<file path="config.mk">
export PLATFORM = sky130hd
export DESIGN_NAME = mem_port_arbiter
export DESIGN_NICKNAME = d
export VERILOG_FILES = /design/src/rtl/mem_port_arbiter.sv
export SDC_FILE = /design/constraint.sdc
export NUM_CORES = 1
export LEC_CHECK = 0
export CAP_MARGIN = 15
export CELL_PAD_IN_SITES_DETAIL_PLACEMENT = 0
export CELL_PAD_IN_SITES_GLOBAL_PLACEMENT = 1
export CORE_ASPECT_RATIO = 0.75
export CORE_MARGIN = 3
export CORE_UTILIZATION = 10
export DETAILED_ROUTE_END_ITERATION = 7
export PLACE_DENSITY = 0.84
export REMOVE_ABC_BUFFERS = 1
export SYNTH_ARGS = -nofsm -noshare
export SYNTH_HDL_FRONTEND = slang
export SYNTH_SLANG_ARGS = --single-unit
</file>
<file path="constraint.sdc">
create_clock -name clk -period 1.3 [get_ports clk]
set_input_delay 0.26 -clock clk [delete_from_list [all_inputs] [get_ports clk]]
set_output_delay 0.26 -clock clk [all_outputs]
set_load 0.05 [all_outputs]
</file>
<file path="src/rtl/mem_port_arbiter.sv">
// mem_port_arbiter
// Shares one block-RAM port between the CPU data path and the DMA/render read
// engine. The CPU normally wins; a starvation guard force-grants the DMA for a
// single cycle once it has been denied STARVE_LIMIT consecutive cycles. Read
// data arrives one cycle after the request and is steered back to whichever
// requester issued it.
//
// Build option: define MEM_ARB_STARVE_GUARD_EN to enable the starvation guard.
// Without it the CPU has strict priority and the DMA may wait indefinitely.
//
// Ports:
//   clk, reset                        clock, synchronous active-high reset
//   cpu_req/wr_en/addr/wdata          CPU access request
//   cpu_stall                         CPU request not accepted, hold it
//   cpu_rdata/cpu_rvalid              CPU read return
//   dma_req/dma_addr                  DMA read request
//   dma_gnt                           DMA request accepted
//   dma_rdata/dma_rvalid              DMA read return
//   mem_addr/wdata/wr_en              block-RAM port
//   mem_rdata                         block-RAM read data (1-cycle latency)
//
// Return-path states:
//   state  | meaning
//   NONE   | no read outstanding, both rvalid low
//   CPU_RD | CPU read issued last cycle, mem_rdata belongs to CPU
//   DMA_RD | DMA read issued last cycle, mem_rdata belongs to DMA

module mem_port_arbiter #(
   parameter int ADDR_W       = 16,
   parameter int DATA_W       = 16,
   parameter int STARVE_LIMIT = 8
) (
   input  logic              clk,
   input  logic              reset,
   input  logic              cpu_req,
   input  logic              cpu_wr_en,
   input  logic [ADDR_W-1:0] cpu_addr,
   input  logic [DATA_W-1:0] cpu_wdata,
   output logic              cpu_stall,
   output logic [DATA_W-1:0] cpu_rdata,
   output logic              cpu_rvalid,
   input  logic              dma_req,
   input  logic [ADDR_W-1:0] dma_addr,
   output logic              dma_gnt,
   output logic [DATA_W-1:0] dma_rdata,
   output logic              dma_rvalid,
   output logic [ADDR_W-1:0] mem_addr,
   output logic [DATA_W-1:0] mem_wdata,
   output logic              mem_wr_en,
   input  logic [DATA_W-1:0] mem_rdata
);

   typedef enum logic [1:0] {
      NONE   = 2'd0,
      CPU_RD = 2'd1,
      DMA_RD = 2'd2
   } rd_owner_t;

   localparam logic [7:0] STARVE_MAX = 8'(STARVE_LIMIT);

   rd_owner_t  rd_owner;
   logic [7:0] starve_cnt;
   logic       force_dma;
   logic       cpu_win;
   logic       dma_win;

`ifdef MEM_ARB_STARVE_GUARD_EN
   localparam bit GUARD_EN = 1'b1;

   // Counts consecutive denied DMA cycles; any grant or a dropped request
   // restarts the count, so a forced grant lasts exactly one cycle.
   always_ff @(posedge clk) begin
      if (reset) begin
         starve_cnt <= '0;
      end else if (!dma_req || dma_gnt) begin
         starve_cnt <= '0;
      end else if (starve_cnt != STARVE_MAX) begin
         starve_cnt <= starve_cnt + 8'd1;
      end
   end
`else
   localparam bit GUARD_EN = 1'b0;

   // No counter: tied off so force_dma reduces to a constant 0.
   assign starve_cnt = '0;
`endif

   assign force_dma = GUARD_EN && dma_req && (starve_cnt == STARVE_MAX);

   assign cpu_win   = cpu_req && !force_dma;
   assign dma_win   = dma_req && !cpu_win;

   assign cpu_stall = cpu_req && !cpu_win;
   assign dma_gnt   = dma_win;

   always_comb begin
      mem_addr = '0;
      if (cpu_win) begin
         mem_addr = cpu_addr;
      end else if (dma_win) begin
         mem_addr = dma_addr;
      end
   end

   assign mem_wr_en = cpu_win && cpu_wr_en;
   assign mem_wdata = cpu_wdata;

   // Remembers who issued last cycle's read; writes leave nothing to return.
   always_ff @(posedge clk) begin
      if (reset) begin
         rd_owner <= NONE;
      end else if (cpu_win && !cpu_wr_en) begin
         rd_owner <= CPU_RD;
      end else if (dma_win) begin
         rd_owner <= DMA_RD;
      end else begin
         rd_owner <= NONE;
      end
   end

   assign cpu_rvalid = (rd_owner == CPU_RD);
   assign dma_rvalid = (rd_owner == DMA_RD);
   assign cpu_rdata  = cpu_rvalid ? mem_rdata : '0;
   assign dma_rdata  = dma_rvalid ? mem_rdata : '0;

endmodule

</file>
==> metrics.csv, run 1 <==
metric,value,unit
hold_viol_final,0,
route.detailed.drc,0,
core.rowCount,24,
cts_tree,done,
yosysSeqAreaShare,0.0654,
ys_ff_latch,2,
fin_ws,-0.173,ns
ys_top_cells_by_count,"and2_1, buf_4, a22o_1",
grt_use_total,0.0974,
synth_area,612,um^2
critPathMaxFanout,17,
avgViaCountPerCell,3.76,
netlist_top_cells_area,"and2_1, a22o_1, buf_4, dfxtp_1, buf_6",
peakVddDrop,0.209,mV
yosysWarnings,0,
startpoint_type,register,
top_register,rd_owner,
topRoutingLayerUsed,met4,
htreeDepth,1,
yosys.area.top_type_share,0.337,
antenna_cells,0,
met3WireLength,526,um
post_route_cells_drive_above_1_share,0.569,
async_reset_ff_frac,0,
cts_root_buf,clkbuf_8,
die-area,7100,um^2
p_leak,1.22,nW
power_density,500,nW/um^2
die_w,96.3,um
grt_pass1_wl,5.34,mm
yosysTopAreaCell,and2_1,
drtPass1Iterations,2,
tns,-5.10,ns
core-area,5860,um^2
final_core_util,0.416,
gr-total-overflow,0,
placed_cell_area,2160,um^2
required,1.04,ns
violations,setup timing,
syn_inst,80,
end_kind,output port,
syn_to_final_growth,299,%
io_buffer_count,104,
register_area,42.5,um^2
die_h,73.7,um
min-delay-path-class,in -> reg,
antenna_found_initial,0,
nets,245,
setup_viol,36,
totalWireLength,3.89,mm
worstHoldStart,cpu_req,
pre_cts_ws,-0.359,ns
wl_met1,1.37,mm
routedWlPerCell,15.4,um
vias,947,
period_needed,1.47,ns
crit_path_start,rd_owner[1],
synth-main-ff-cell,dfxtp_1,
stdcell_area,2440,um^2
wl_met2,1.99,mm
first_iter_violations,15,
post-dp-hpwl,2.87,mm
post-route-period-util,1.13,
cts_buffers,3,
cts.clk_slew.worst_paths,0.03,ns
start_util,0.104,
rsz0062_at_grt,yes,
io_pins,138,
place_congestion,0.618,
largest_reg_flops,2,
clockBufferDepth,2,
drv_slew,0,
numClockSinks,2,
clock.fmax,679,MHz
grt_max_degree,18,
grt_pass1_vias,990,
syn_avg_cell_area,7.65,um^2
netlist-cell-type-count,11,
synth_edf_count,0,
antenna_left,0,
reg_top3,rd_owner x2,
status,"complete, but fails checks",
path_class,reg -> out,
multi_input_area,520,um^2
synth.most_common_cell,and2_1,
cap_violations,0,
hold_ws,0.509,ns
cts_hold_buf,0,
fillers,571,
arrival,1.21,ns
kinds of logic (layout without fill, tap and decap cells):
group,Yosys count,in the layout,share of synthesized area
other,1,1,0.00613
buffers and inverters,23,117,0.288
AO/OA/AOI/OAI,16,16,0.229
flip-flops,2,2,0.0654
AND/OR/NAND/NOR,38,38,0.411
routing by layer:
| metal | up-vias | track usage |
|---|---|---|
| met4 | 0 | 0.0233 |
| met3 | 2 | 0.0471 |
| met1 | 431 | 0.118 |
| met5 | - | 0 |
| li1 | 440 | - |
| met2 | 74 | 0.155 |
cell usage in the layout, fill, tap and decap left out:
cell type / n
clkbuf_8: 3
buf_8: 2
dlygate4sd2_1: 4
clkdlybuf4s50_1: 22
and2_4: 19
a22o_1: 8
and2b_4: 1
conb_1: 1
buf_12: 53
and2b_1: 1
a22o_4: 8
dlymetal6s2s_1: 24
and2_1: 14
nor2b_4: 2
nor3b_1: 1
buf_4: 3
buf_6: 6
dfxtp_2: 2
stage by stage:
stage,power [mW],cells
3_3_place_gp,0.906,244
4_1_cts,1.24,255
6_report,1.22,252
3_5_place_dp,0.912,244
2_1_floorplan,0.393,57
5_1_grt,1.26,252
critical path, cell delays in order, from the launching register on:
cell	delay (ns)
dfxtp_2	0.30
and2b_4	0.34
and2_1	0.21
buf_12	0.15
final timing paths:
check  cells past startpoint           end  slack, ns
max                        3  cpu_rdata[6]      -0.17
min                        3   rd_owner[0]       0.51
what timing repair did:
action,4_1_cts,5_1_grt
pin swaps,14,20
endpoints found under the hold margin,0,0
endpoints found under the setup margin,52,51
buffers inserted,6,0
resized for setup,42,40
gates cloned,2,0
report_power, final:
| part | switching, mW | internal [mW] | total (mW) | leakage (nW) |
|---|---|---|---|---|
| logic | 0.417 | 0.486 | 0.902 | 1.18 |
| clock network | 0.0546 | 0.196 | 0.251 | 0.0216 |
| registers | 0.00129 | 0.0649 | 0.0662 | 0.0172 |
| total | 0.472 | 0.747 | 1.22 | 1.22 |
final cells by class:
class | count | area share
Timing Repair Buffer | 114 | 0.712
Multi-Input combinational cell | 55 | 0.213
Tap cell | 78 | 0.0400
Sequential cell | 2 | 0.0174
Clock buffer | 3 | 0.0169
No activity file was read; power rests on OpenSTA's default activity.
==> inputs of run 2 (changes only) <==
--- a/config.mk
+++ b/config.mk
@@ -14,6 +14,7 @@
 export DETAILED_ROUTE_END_ITERATION = 7
 export PLACE_DENSITY = 0.84
 export REMOVE_ABC_BUFFERS = 1
+export SKIP_CTS_REPAIR_TIMING = 1
 export SYNTH_ARGS = -nofsm -noshare
 export SYNTH_HDL_FRONTEND = slang
 export SYNTH_SLANG_ARGS = --single-unit
==> run 2 against run 1 <==
- the run still ends with setup timing left
- final cell count grew 1.2%
- clock power is essentially flat
- fmax shrank 2.8%
- hold slack gained 0.0059 ns
- critical path type unchanged
- largest cell class unchanged
- highest routed layer unchanged
==> metrics.csv, run 2 (same netlist as run 1, synthesis figures left out) <==
metric,value,unit,change
avgViaCountPerCell,3.84,,+2.2%
core.rowCount,24,,unchanged
die_w,96.3,um,unchanged
hold_ws,0.515,ns,+0.00591 ns
vias,979,,+3.4%
first_iter_violations,14,,-1
stdcell_area,2580,um^2,+6.0%
post-route-period-util,1.17,,+0.0330
setup_viol,41,,+14%
pwr-share-comb,0.751,,+0.011
arrival,1.26,ns,+0.05 ns
largest_reg_flops,2,,unchanged
placed_cell_area,2160,um^2,unchanged
finalNonFillerCells,255,,+1.2%
cts_root_buf,clkbuf_8,,
totalWireLength,4.29,mm,+10%
seq_power_share,0.053,,about the same
critPathMaxFanout,8,,-9
drtPass1Iterations,4,,+2
power_density,491,nW/um^2,-1.8%
gr-total-overflow,0,,unchanged
drv_slew,0,,unchanged
htreeDepth,1,,unchanged
syn_to_final_growth,322,%,
violations,setup timing,,
routedWlPerCell,16.8,um,+8.9%
numClockSinks,2,,unchanged
tns,-5.30,ns,-0.199 ns
route.detailed.drc,0,,unchanged
grt_max_degree,19,,+1
io_buffer_count,104,,unchanged
post-dp-hpwl,2.87,mm,unchanged
antenna_left,0,,unchanged
die_h,73.7,um,unchanged
pre_cts_ws,-0.359,ns,unchanged
die-area,7100,um^2,unchanged
grt_pass1_wl,4.72,mm,-12%
grt_pass1_vias,904,,-8.7%
top_register,rd_owner,,
cts_buffers,3,,unchanged
hold_depth,4,,+1
start_util,0.104,,unchanged
p_leak,1.29,nW,+5.5%
clockBufferDepth,2,,unchanged
p_sw,0.483,mW,+2.1%
grt_use_total,0.0847,,-0.0127
io_pins,138,,unchanged
antenna_found_initial,0,,unchanged
reg_top3,rd_owner x2,,
mostFrequentLayoutCells,"buf_12, and2_4, dlymetal6s2s_1, clkdlybuf4s50_1, a22o_4",,
path_class,reg -> out,,
clock.fmax,660,MHz,-2.8%
hold_viol_final,0,,unchanged
final_core_util,0.441,,+0.0248
holdPathEnd,rd_owner[1],,
cts.clk_slew.worst_paths,0.03,ns,about the same
fin_ws,-0.216,ns,-0.0429 ns
worstHoldStart,cpu_req,,
core-area,5860,um^2,unchanged
end_kind,output port,,
p_int,0.786,mW,+5.2%
switching_share,0.380,,-0.00695
period_needed,1.52,ns,+0.0429 ns
status,"complete, but fails checks",,
place_congestion,0.618,,unchanged
rsz0062_at_grt,yes,,
p_clk_frac,0.196,,-0.010
dp.cells,244,,unchanged
peakVddDrop,0.209,mV,about the same
layout_commonest_cell,buf_12,,
nets,248,,+1.2%
cap_violations,0,,unchanged
fillers,554,,-3.0%
antenna_cells,0,,unchanged
finalPower,1.27,mW,+4.0%
cts_tree,done,,
min-delay-path-class,in -> reg,,
post_route_cells_drive_above_1_share,0.627,,+0.0582
startpoint_type,register,,
required,1.04,ns,about the same
-- run 2: changes by cell type in the layout (fill, tap and decap cells not counted), sizes merged --
cell,change
dlymetal6s2s,+1
and2b,+1
clkdlybuf4s50,+3
clkbuf,+4
dlygate4sd2,-4
buf,-2
-- run 2: worst max-delay path by stage --
| stage | start | endpoint |
|---|---|---|
| finish | rd_owner[0] | dma_rdata[6] |
| detailed placement | cpu_req | mem_addr[15] |
| global route | rd_owner[0] | dma_rdata[10] |
| floorplan | rd_owner[1] | dma_rdata[0] |
| global placement | cpu_req | mem_addr[8] |
| CTS | rd_owner[1] | cpu_rdata[6] |
-- run 2: final cells by class --
type,count,area (um^2),share of cell area
tap,78,97.6,0.0378
timing repair buffer,116,1840,0.711
clock buffer,3,41.3,0.0160
multi-input combinational,56,564,0.218
sequential,2,42.5,0.0165
-- run 2: routing by layer --
| layer | vias to the layer above | global-route usage | part of all wire |
|---|---|---|---|
| li1 | 446 | - | - |
| met1 | 459 | 0.104 | 0.35 |
| met2 | 72 | 0.129 | 0.52 |
| met3 | 2 | 0.0461 | 0.12 |
| met4 | 0 | 0.0233 | 0.0028 |
| met5 | - | 0 | 0 |
-- run 2: power groups by stage --
stage | logic [mW] | registers, mW | clock network (mW)
final | 0.953 | 0.0671 | 0.249
after global routing | 0.985 | 0.0677 | 0.262
after detailed placement | 0.846 | 0.0660 | 0
after floorplan | 0.327 | 0.0660 | 0
after global placement | 0.840 | 0.0660 | 0
after CTS | 0.848 | 0.0653 | 0.256
-- run 2: critical path, cell delays in order, from the launching register on --
cell       delay (ns)
dfxtp_2          0.32
buf_6            0.11
nor2b_4          0.16
clkbuf_16        0.17
and2_4           0.15
buf_12           0.13
==> inputs of run 3 (changes only) <==
--- a/config.mk
+++ b/config.mk
@@ -12,6 +12,7 @@
 export CORE_MARGIN = 3
 export CORE_UTILIZATION = 10
 export DETAILED_ROUTE_END_ITERATION = 7
+export GPL_ROUTABILITY_DRIVEN = 0
 export PLACE_DENSITY = 0.84
 export REMOVE_ABC_BUFFERS = 1
 export SKIP_CTS_REPAIR_TIMING = 1
==> results of run 3 <==
No change in the layout: final DEF, timing and power equal those of run 2.
